--- src/rtl/var_delay_line.sv ---
// rtl/var_delay_line.sv - runtime-programmable delay line with valid qualifier and in-flight count
module var_delay_line #(
  parameter int WIDTH     = 8,
  parameter int MAX_DELAY = 16,
  localparam int DW       = $clog2(MAX_DELAY + 1)
) (
  input  logic             i_clk,
  input  logic             i_rst,
  input  logic             i_valid,
  input  logic [WIDTH-1:0] i_data,
  input  logic [DW-1:0]    i_delay,
  input  logic             i_delay_load,
  output logic             o_valid,
  output logic [WIDTH-1:0] o_data,
  output logic [DW-1:0]    o_delay,
  output logic [DW-1:0]    o_inflight
);

  // Stage k holds the sample captured k+1 edges ago.
  logic [MAX_DELAY-1:0] valid_q;
  logic [WIDTH-1:0]     data_q [MAX_DELAY];
  logic [DW-1:0]        delay_q;
  logic [DW-1:0]        inflight_q;
  logic [DW-1:0]        delay_next;
  logic                 tap_valid;
  logic [WIDTH-1:0]     tap_data;

  // Clamp the requested delay into 1..MAX_DELAY.
  always_comb begin
    if (i_delay == '0) begin
      delay_next = DW'(1);
    end else if (i_delay > DW'(MAX_DELAY)) begin
      delay_next = DW'(MAX_DELAY);
    end else begin
      delay_next = i_delay;
    end
  end

  // Shift register; a load drops every in-flight sample but keeps the load-cycle capture.
  always_ff @(posedge i_clk or posedge i_rst) begin
    if (i_rst) begin
      valid_q <= '0;
      for (int k = 0; k < MAX_DELAY; k++) begin
        data_q[k] <= '0;
      end
    end else begin
      valid_q <= {valid_q[MAX_DELAY-2:0] & {(MAX_DELAY-1){~i_delay_load}}, i_valid};
      data_q[0] <= i_data;
      for (int k = 1; k < MAX_DELAY; k++) begin
        data_q[k] <= data_q[k-1];
      end
    end
  end

  // Output tap at stage D-1, selected from registers only.
  always_comb begin
    tap_valid = 1'b0;
    tap_data  = '0;
    for (int k = 0; k < MAX_DELAY; k++) begin
      if (DW'(k + 1) == delay_q) begin
        tap_valid = valid_q[k];
        tap_data  = data_q[k];
      end
    end
  end

  // Active delay register, updated on load.
  always_ff @(posedge i_clk or posedge i_rst) begin
    if (i_rst) begin
      delay_q <= DW'(1);
    end else if (i_delay_load) begin
      delay_q <= delay_next;
    end
  end

  // Valid samples inside the active window: entering minus leaving, reseeded on load.
  always_ff @(posedge i_clk or posedge i_rst) begin
    if (i_rst) begin
      inflight_q <= '0;
    end else if (i_delay_load) begin
      inflight_q <= {{(DW-1){1'b0}}, i_valid};
    end else begin
      inflight_q <= inflight_q + {{(DW-1){1'b0}}, i_valid} - {{(DW-1){1'b0}}, tap_valid};
    end
  end

  assign o_valid    = tap_valid;
  assign o_data     = tap_valid ? tap_data : '0;
  assign o_delay    = delay_q;
  assign o_inflight = inflight_q;

endmodule

--- config.mk ---
export PLATFORM = sky130hd
export DESIGN_NAME = var_delay_line
export DESIGN_NICKNAME = d
export VERILOG_FILES = /design/src/rtl/var_delay_line.sv
export SDC_FILE = /design/constraint.sdc
export NUM_CORES = 1
export LEC_CHECK = 0
export CAP_MARGIN = 40
export CORE_ASPECT_RATIO = 1.2
export CORE_MARGIN = 2
export CORE_UTILIZATION = 55
export CTS_CLUSTER_SIZE = 30
export DETAILED_ROUTE_END_ITERATION = 8
export GPL_TIMING_DRIVEN = 0
export PLACE_DENSITY = 0.84
export SLEW_MARGIN = 20
export SYNTH_ARGS = -nofsm -noshare
export SYNTH_HDL_FRONTEND = slang
export SYNTH_SLANG_ARGS = --single-unit
--- constraint.sdc ---
create_clock -name i_clk -period 14.4 [get_ports i_clk]
set_input_delay 2.88 -clock i_clk [delete_from_list [all_inputs] [get_ports i_clk]]
set_output_delay 2.88 -clock i_clk [all_outputs]
set_load 0.02 [all_outputs]
# ---- After elaboration in Yosys (flattened, before gate mapping)
# Cells that the tools add are included.
dict set report op_classes {
  addsub 2
  mul 0
  n_div 0
  magnitude_cmp 1
  eq_ne 16
  n_shift 0
  n_mux 36
  bitwise_logic 2
  n_reduce_logical 1
}
# cell n
set ops {}
lappend ops {{8-bit 2-to-1 mux} 17}
lappend ops {{4-bit by 5-bit == test with 1-bit output (first input constant)} 8}
lappend ops {{3-bit by 5-bit == test with 1-bit output (first input constant)} 4}
lappend ops {{1-bit 2-to-1 mux} 16}
lappend ops {{15-bit AND} 1}
lappend ops {{5-bit 2-to-1 mux} 3}
lappend ops {{2-bit by 5-bit == test with 1-bit output (first input constant)} 2}
lappend ops {{5-bit by 1-bit adder with 5-bit output} 1}
lappend ops {{1-bit by 5-bit == test with 1-bit output (first input constant)} 1}
lappend ops {{5-bit == test (first input constant)} 1}
lappend ops {{5-bit greater-than comparator (second input constant)} 1}
lappend ops {{5-bit zero test} 1}
lappend ops {{5-bit by 1-bit subtractor with 5-bit output} 1}
lappend ops {{1-bit NOT} 1}
dict set report totals {
  register_bits 154
  latchBits 0
  ramBits 0
  mem_bits_ro 0
  input_bits 17
  out_inout_bits 19
  elab_cells 77
  mem_count 0
}

# ---- Depth between registers and ports, before layout
# Gate-level depths: netlist (run 1).
dict set report depth {
  word_depth 19
  depth_mapped 18
  ltp_nobuf 15
}

# ---- Least setup slack after synthesis (run 1)
# OpenSTA, ideal clock, no wires.
dict set report synth_path {
  path_kind {flip-flop to output port}
  from {reg delay_q[0], in the netlist o_delay[0]}
  to {out o_data[3]}
  t_arrival_ns 2.297
  slack_ns 9.223
  path_stages_with_launch 9
  n_path_buf 4
  path_cell_list {dfstp_2 -> buf_4 -> buf_4 -> buf_4 -> buf_4 -> nor2_1 -> nor4_1 -> o311ai_0 -> a311oi_1}
}
dict set report synth_via {
  elab_chain_cells 18
  word_cells_on_any_way 49
}
# item line
set synth_rtl {}
lappend synth_rtl {{start: declaration} 22} ;# logic [DW-1:0] delay_q;
lappend synth_rtl {{start signal: assignment} 72} ;# delay_q <= delay_next;
lappend synth_rtl {{1-bit by 5-bit == test with 1-bit output} 60} ;# if (DW'(k + 1) == delay_q) begin
lappend synth_rtl {{8-bit 2-to-1 mux or 1-bit 2-to-1 mux (tied branches) (16 in series)} 60}
lappend synth_rtl {{8-bit 2-to-1 mux (*)} 88} ;# assign o_data = tap_valid ? tap_data : '0;
lappend synth_rtl {{end: declaration} 14} ;# output logic [WIDTH-1:0] o_data,
# Mark *: on every way between the ends. The rest lies on a longest branch, timed or not.

# ---- Worst setup path in the final report (run 1)
dict set report layout_path {
  from {reg delay_q[0], in the netlist o_delay[0]}
  to {out o_data[7]}
}
# Same word-level chain as after synthesis.

==> results of run 1 <==
[layout make-up]
cell class | count | share of cell area (%)
Tap cell | 129 | 2.28
Buffer | 27 | 2.19
Sequential cell | 154 | 54.4
Inverter | 14 | 0.847
Clock buffer | 18 | 6.19
Multi-Input combinational cell | 252 | 25.9
Timing Repair Buffer | 35 | 5.19
Clock inverter | 14 | 3.09
[worst paths after layout]
check                                end  cells after the start        from
setup / recovery               o_data[7]                      9  o_delay[0]
hold / removal                data_q[52]                      0  data_q[60]
setup reg to reg           o_inflight[4]                     16  o_delay[2]
hold reg to reg               data_q[52]                      0  data_q[60]
max in group asynchronous     data_q[57]                      3       i_rst
min in group asynchronous    data_q[101]                      2       i_rst
[cell usage after synthesis, drive strengths merged, types with 2 or more instances]
master	n	area, sq um
a221oi	2	23.8
xor2	3	26.3
nand2	21	78.8
nor4	3	18.8
a21o	2	15.0
o211ai	7	52.6
ha	5	62.6
dfrtp	153	3830
a31oi	3	18.8
mux2i	14	140
mux2	14	158
nand2b	3	18.8
o2bb2ai	2	23.8
nand4	4	25.0
o22ai	3	18.8
clkbuf	10	37.5
nand3	8	40.0
nor2	23	88.8
a22oi	11	82.6
buf	17	118
a21oi	21	109
a32oi	2	17.5
a211oi	5	37.5
or3	2	12.5
nor3	12	60.1
o21ai	24	120
a2111oi	6	85.1
and3	2	12.5
mux4	6	135
o211a	3	30.0
inv	14	52.6
nor2b	22	138
[metal layers]
metal	track usage [%]	up-vias	wire length (um)
li1	-	1707	-
met1	33.2	1983	5470
met2	39.1	233	6770
met3	6.56	46	1060
met4	12.1	0	554
met5	0	-	0
[cells by family (layout without fill, tap and decap cells)]
group / Yosys count / in the layout / synth area share [%]
flops: 154 / 154 / 65.4
mux: 34 / 34 / 7.34
xor+xnor: 4 / 4 / 0.594
simple gates: 107 / 107 / 9.46
fa+ha+maj: 6 / 6 / 1.40
compound gates: 101 / 101 / 12.3
buf+inv: 41 / 108 / 3.52
[registers in the layout (all words and copies together) (netlist names)]
| name | cells |
|---|---|
| o_inflight | 5 |
| o_delay | 5 |
| valid_q | 16 |
| data_q | 128 |
[report_power, final]
group,switching (uW),internal (uW),total [uW]
registers,17.6,459,476
clock network,176,313,489
logic,96.7,69.8,166
total,290,842,1130
[metrics by stage]
step	std cells	total power, uW	instance area (sq um)
CTS	643	1130	7090
global placement	610	637	6400
detailed placement	611	645	6430
floorplan	447	588	5900
finish	643	1130	7090
global route	643	1170	7090
==> results.md, run 1 <==
- Pwr Density: 160 mW/mm^2
- Drt via density: 6.17
- Setup ws final: 7.92 ns
- Core area: 0.0105 sq mm
- RSZ-0062 raised after global routing: no
- Final Wtd Congestion: 0.910
- DP Worst Slack: 8.47 ns
- First-pass GRT wire length: 22,300 um
- DRC: 0
- # fillers: 720
- DRT Pass-1 Iters: 5
- Post-route ant nets: 0
- CP dominant cell by count: buf_4
- Final Skew: 0.00605 ns
- Tot GR Track Use: 25.2%
- Post-CTS Setup Inserts: 0
- Type of origin of the critical path: flop
- Worst-case vdd ir drop: 0.113 mV
- Top delay family on crit path: buffers and inverters
- Final Setup Violations: 0
- Min cycle time layout: 6.48 ns
- Mapped Cells: 447
- Hold_ws: 0.370 ns
- Synth-to-Final Area Change: 20.3%
- Max-slew headroom: 51.5%
- Hold Path Class: reg2reg
- Initial core utilization: 56.3%
- Max incr delay on CP: 0.66 ns
- Number of hold buffers added after cts: 0
- Routed vias: 3,969
- Status: completed
- CP Class: reg2out
- Hold Fails Final Rpt: 0
- Worst-skew pair later-pin latency: 0.42 ns
- Number of global-route vias before repair: 4,208
- Max FO, Critical Path: 10
- Clock net sink count: 154
- Max capacitance violation total: 0
- Routed Wire Length: 13,900 um
- Static Leak: 0.00300 uW
- Finished Core Util: 67.8%
- Syn Std Cell Area: 0.00590 sq mm
- Row count: 41
- Largest net degree at the start of global routing: 118
- Reg area: 0.00385 sq mm
- Synth cell types: 62
- Dpl hpwl: 9040 um
- Clock transition at path regs: 0.06 ns
- IO Pins: 36
- CTS H-Tree Depth: 4
- Die width: 98.5 um
- WP buf/inv: 5
- Tightest Pin Transition: 0.728 ns
- DR WL/cell: 21.5 um
- Leading cell type in the layout, fill and taps excluded: dfrtp_1
- Critical Path RT: 11.52 ns
- CTS tree: done
- Endpoint kind of the worst setup timing path: output port
- Setup TNS: 0 ns
- Async SR Flop Fraction: 100%
- Ordered list of cells on the worst path: buf_4, buf_4, buf_4, clkbuf_1, nor2_1, nor4_1, a211oi_1, a211oi_1, clkdlybuf4s50_1
- Initial antenna violation count: 0
- Num CTS Buffers: 17
- Max clock buf depth: 2
- Primary flip-flop cell chosen by synthesis mapping: dfrtp_1
- Slew Limit Fails: 0
- Critical-path top delay cell: clkdlybuf4s50_1
- Yosys warns: 0
- Post-cts sizing count: 0
- Final antenna diode count: 0
- Port buffer count: 34
- Die area: 0.0116 sq mm
- Syn Area/Cell: 13.2 sq um
- Area of the multi-input gates: 0.00183 sq mm
- Reg-to-reg setup timing slack: 10.57 ns
- Layout cell share with drive strength beyond 1: 16.0%
- Initial DRC count: 549
- Sequential fraction of the synthesis area: 65.4%
- Mapped Nets: 470
- CTS root buffer: clkbuf_16
- GR Overflow Total: 0
- Crit path arrival time: 3.60 ns
- NumNets Final: 524
- Vert. Die Dim: 117 um
- Commonest cells after routing, fill and taps aside: dfrtp_1, clkdlybuf4s50_1, o21ai_0, nor2b_1, nor2_1
- Number of flops mapped to enable cells by yosys: 0
- Highest Clock Rate: 0.154 GHz
- Crit share post-route: 45.0%
- Number of synthesized register bits: 154
Power figures use the tool's default switching activity.
==> run 2, diff against run 1 <==
==> constraint.sdc (replaced) <==
create_clock -name i_clk -period 6 [get_ports i_clk]
set_input_delay 1.2 -clock i_clk [delete_from_list [all_inputs] [get_ports i_clk]]
set_output_delay 1.2 -clock i_clk [all_outputs]
set_load 0.02 [all_outputs]
==> results of run 2 <==
Same layout as run 1 (identical final DEF). Status: completed.
Main changes from that run: setup slack after placement 8.47 ns -> 1.75 ns; setup slack after layout 7.92 ns -> 1.20 ns; register-to-register setup slack 10.57 ns -> 2.17 ns; total power 1130 uW -> 2720 uW; worst IR drop on VDD 0.113 mV -> 0.271 mV
==> run 3, diff against run 2 <==
--- a/config.mk
+++ b/config.mk
@@ -8,7 +8,7 @@
 export CAP_MARGIN = 40
 export CORE_ASPECT_RATIO = 1.2
 export CORE_MARGIN = 2
-export CORE_UTILIZATION = 55
+export CORE_UTILIZATION = 53
 export CTS_CLUSTER_SIZE = 30
 export DETAILED_ROUTE_END_ITERATION = 8
 export GPL_TIMING_DRIVEN = 0
==> constraint.sdc (replaced) <==
create_clock -name i_clk -period 4.3 [get_ports i_clk]
set_input_delay 0.86 -clock i_clk [delete_from_list [all_inputs] [get_ports i_clk]]
set_output_delay 0.86 -clock i_clk [all_outputs]
set_load 0.02 [all_outputs]
==> run 3 against run 2 <==
  * Utilization is 3.3 points lower
  * Total power is 28% higher
  * Setup slack worse by 1.1 ns
  * Sequential share of layout area grew 0.38 points
==> results.md, run 3 (synthesized netlist as in run 1, its figures left out) <==
- Post-route ant nets: 0 (unchanged)
- Max FFs per register: 128 (unchanged)
- Worst-skew pair later-pin latency: 0.42 ns (about the same)
- Clock transition at path regs: 0.06 ns (about the same)
- Crit path arrival time: 3.39 ns (-0.21 ns)
- Final Cell Area: 0.00704 sq mm (-0.69%)
- Number of global-route vias before repair: 4,213 (+0.12%)
- Max clock buf depth: 2 (unchanged)
- Final Skew: 0.00625 ns (+0.000198 ns)
- Final Wtd Congestion: 0.979 (+7.6%)
- NumNets Final: 526 (+0.38%)
- Pwr Density: 495 mW/mm^2
- DR WL/cell: 21.5 um (-0.16%)
- Num CTS Buffers: 17 (unchanged)
- Final antenna diode count: 0 (unchanged)
- Largest regs: data_q (128), valid_q (16)
- IO Pins: 36 (unchanged)
- Leading cell type in the layout, fill and taps excluded: dfrtp_1
- Endpoint kind of the worst setup timing path: output port
- Dpl hpwl: 9340 um (+3.3%)
- Die width: 100 um (+1.8%)
- Met3 GRT Util: 6.76% (+0.20 points)
- CTS root buffer: clkbuf_16
- Hold Path Class: reg2reg
- RSZ-0062 raised after global routing: no
- CTS H-Tree Depth: 4 (unchanged)
- CTS tree: done
- Critical Path RT: 3.44 ns
- Routed Wire Length: 13,900 um (+0.62%)
- Commonest cells after routing, fill and taps aside: dfrtp_1, clkdlybuf4s50_1, o21ai_0, nor2b_1, nor2_1
- DRC: 0 (unchanged)
- Hold Fails Final Rpt: 0 (unchanged)
- Min cycle time layout: 4.25 ns
- Largest net degree at the start of global routing: 39 (-67%)
- GR Overflow Total: 0 (unchanged)
- Tightest Pin Transition: 0.676 ns (-0.0513 ns)
- Initial antenna violation count: 0 (unchanged)
- Synth-to-Final Area Change: 19.4%
- Clock net sink count: 154 (unchanged)
- GR Util met1: 33.3% (+0.056 points)
- Tot GR Track Use: 25.4% (+0.20 points)
- Type of origin of the critical path: flop
- Max-slew headroom: 54.9% (+3.4 points)
- DRT Pass-1 Iters: 6 (+1)
- Max FO, Critical Path: 10 (unchanged)
- Crit share post-route: 98.8%
- Largest Register: data_q
- Setup ws final: 0.0515 ns
- Routed vias: 4,072 (+2.6%)
- Port buffer count: 34 (unchanged)
- Setup TNS: 0 ns (unchanged)
- Layout cell share with drive strength beyond 1: 17.2% (+1.3 points)
- Static Leak: 0.00301 uW (+0.12%)
- Max capacitance violation total: 0 (unchanged)
- Worst-case vdd ir drop: 0.342 mV
- Initial core utilization: 53.9% (-2.4 points)
- Post-CTS Setup Inserts: 0 (unchanged)
- Worst R2R Path Depth: 16 (unchanged)
- WHS Path Cells: 0 (unchanged)
- DP Worst Slack: 0.331 ns
- Slew Limit Fails: 0 (unchanged)
- Final Setup Violations: 0 (unchanged)
- Status: completed
- Met2 usage: 39.3% (+0.19 points)
- Drt via density: 6.28 (+1.8%)
- Die area: 0.0120 sq mm (+3.6%)
- First-pass GRT wire length: 22,600 um (+1.3%)
- Busiest grt layer: met2
- Core area: 0.0109 sq mm (+4.4%)
- CP Class: reg2out
- Highest Clock Rate: 0.235 GHz
- Vert. Die Dim: 120 um (+1.8%)
- Initial DRC count: 518 (-5.6%)
- Pwr Total: 3490 uW
- Placed cell area: 0.00649 sq mm (+0.82%)
- Row count: 42 (+2.4%)
==> run 3: critical path: stages, from the launching register on <==
cell and delay, ns:
dfrtp_1 0.36, buf_6 0.15, buf_1 0.53, buf_2 0.36, nand2_1 0.14, nor3_1 0.19
o21ai_0 0.12, o211ai_1 0.18, nand4_1 0.20, o211a_1 0.19, clkdlybuf4s50_1 0.54
==> run 3: per-stage QoR <==
stage	hold slack, ns	std cells	util (%)
2_1_floorplan	0.347	447	-
3_3_place_gp	0.352	613	58.6
3_5_place_dp	0.357	617	59.3
4_1_cts	0.369	649	64.2
5_1_grt	0.372	648	64.4
6_report	0.370	648	64.4
==> run 3: routing by layer <==
layer	part of all wire (%)	vias up
met2	49	244
li1	-	1707
met5	0	-
met3	7.6	51
met4	4.2	0
met1	39	2070
==> run 3: final timing paths <==
kind                                 end  startpoint  slack [ns]
max in group asynchronous     data_q[90]       i_rst        2.81
min reg2reg                   data_q[65]  data_q[73]        0.37
max reg2reg                o_inflight[4]  o_delay[3]        0.66
min                           data_q[65]  data_q[73]        0.37
max                            o_data[2]  o_delay[2]        0.05
min in group asynchronous     data_q[77]       i_rst        0.75
==> run 3: where the power goes <==
part	total, uW	leakage (uW)	internal [uW]	switching [uW]
registers	1590	0.00184	1540	58.9
clock network	1330	0.000247	762	571
logic	561	0.000923	239	321
total	3490	0.00301	2540	951
==> run 3: what timing repair did <==
action / in CTS / in global routing
setup endpoints to repair: 5 / 5
hold buffers: 0 / 0
resized for setup: 3 / 12
==> run 3: area by class of cell <==
class	count	area, sq um
multi-input cells	252	1850
repair buffers	38	424
clock inverters	11	73.8
fillers	767	3890
inverters	14	56.3
plain buffers	26	160
flip-flops and latches	154	3850
clock buffers	21	460
well taps	132	165
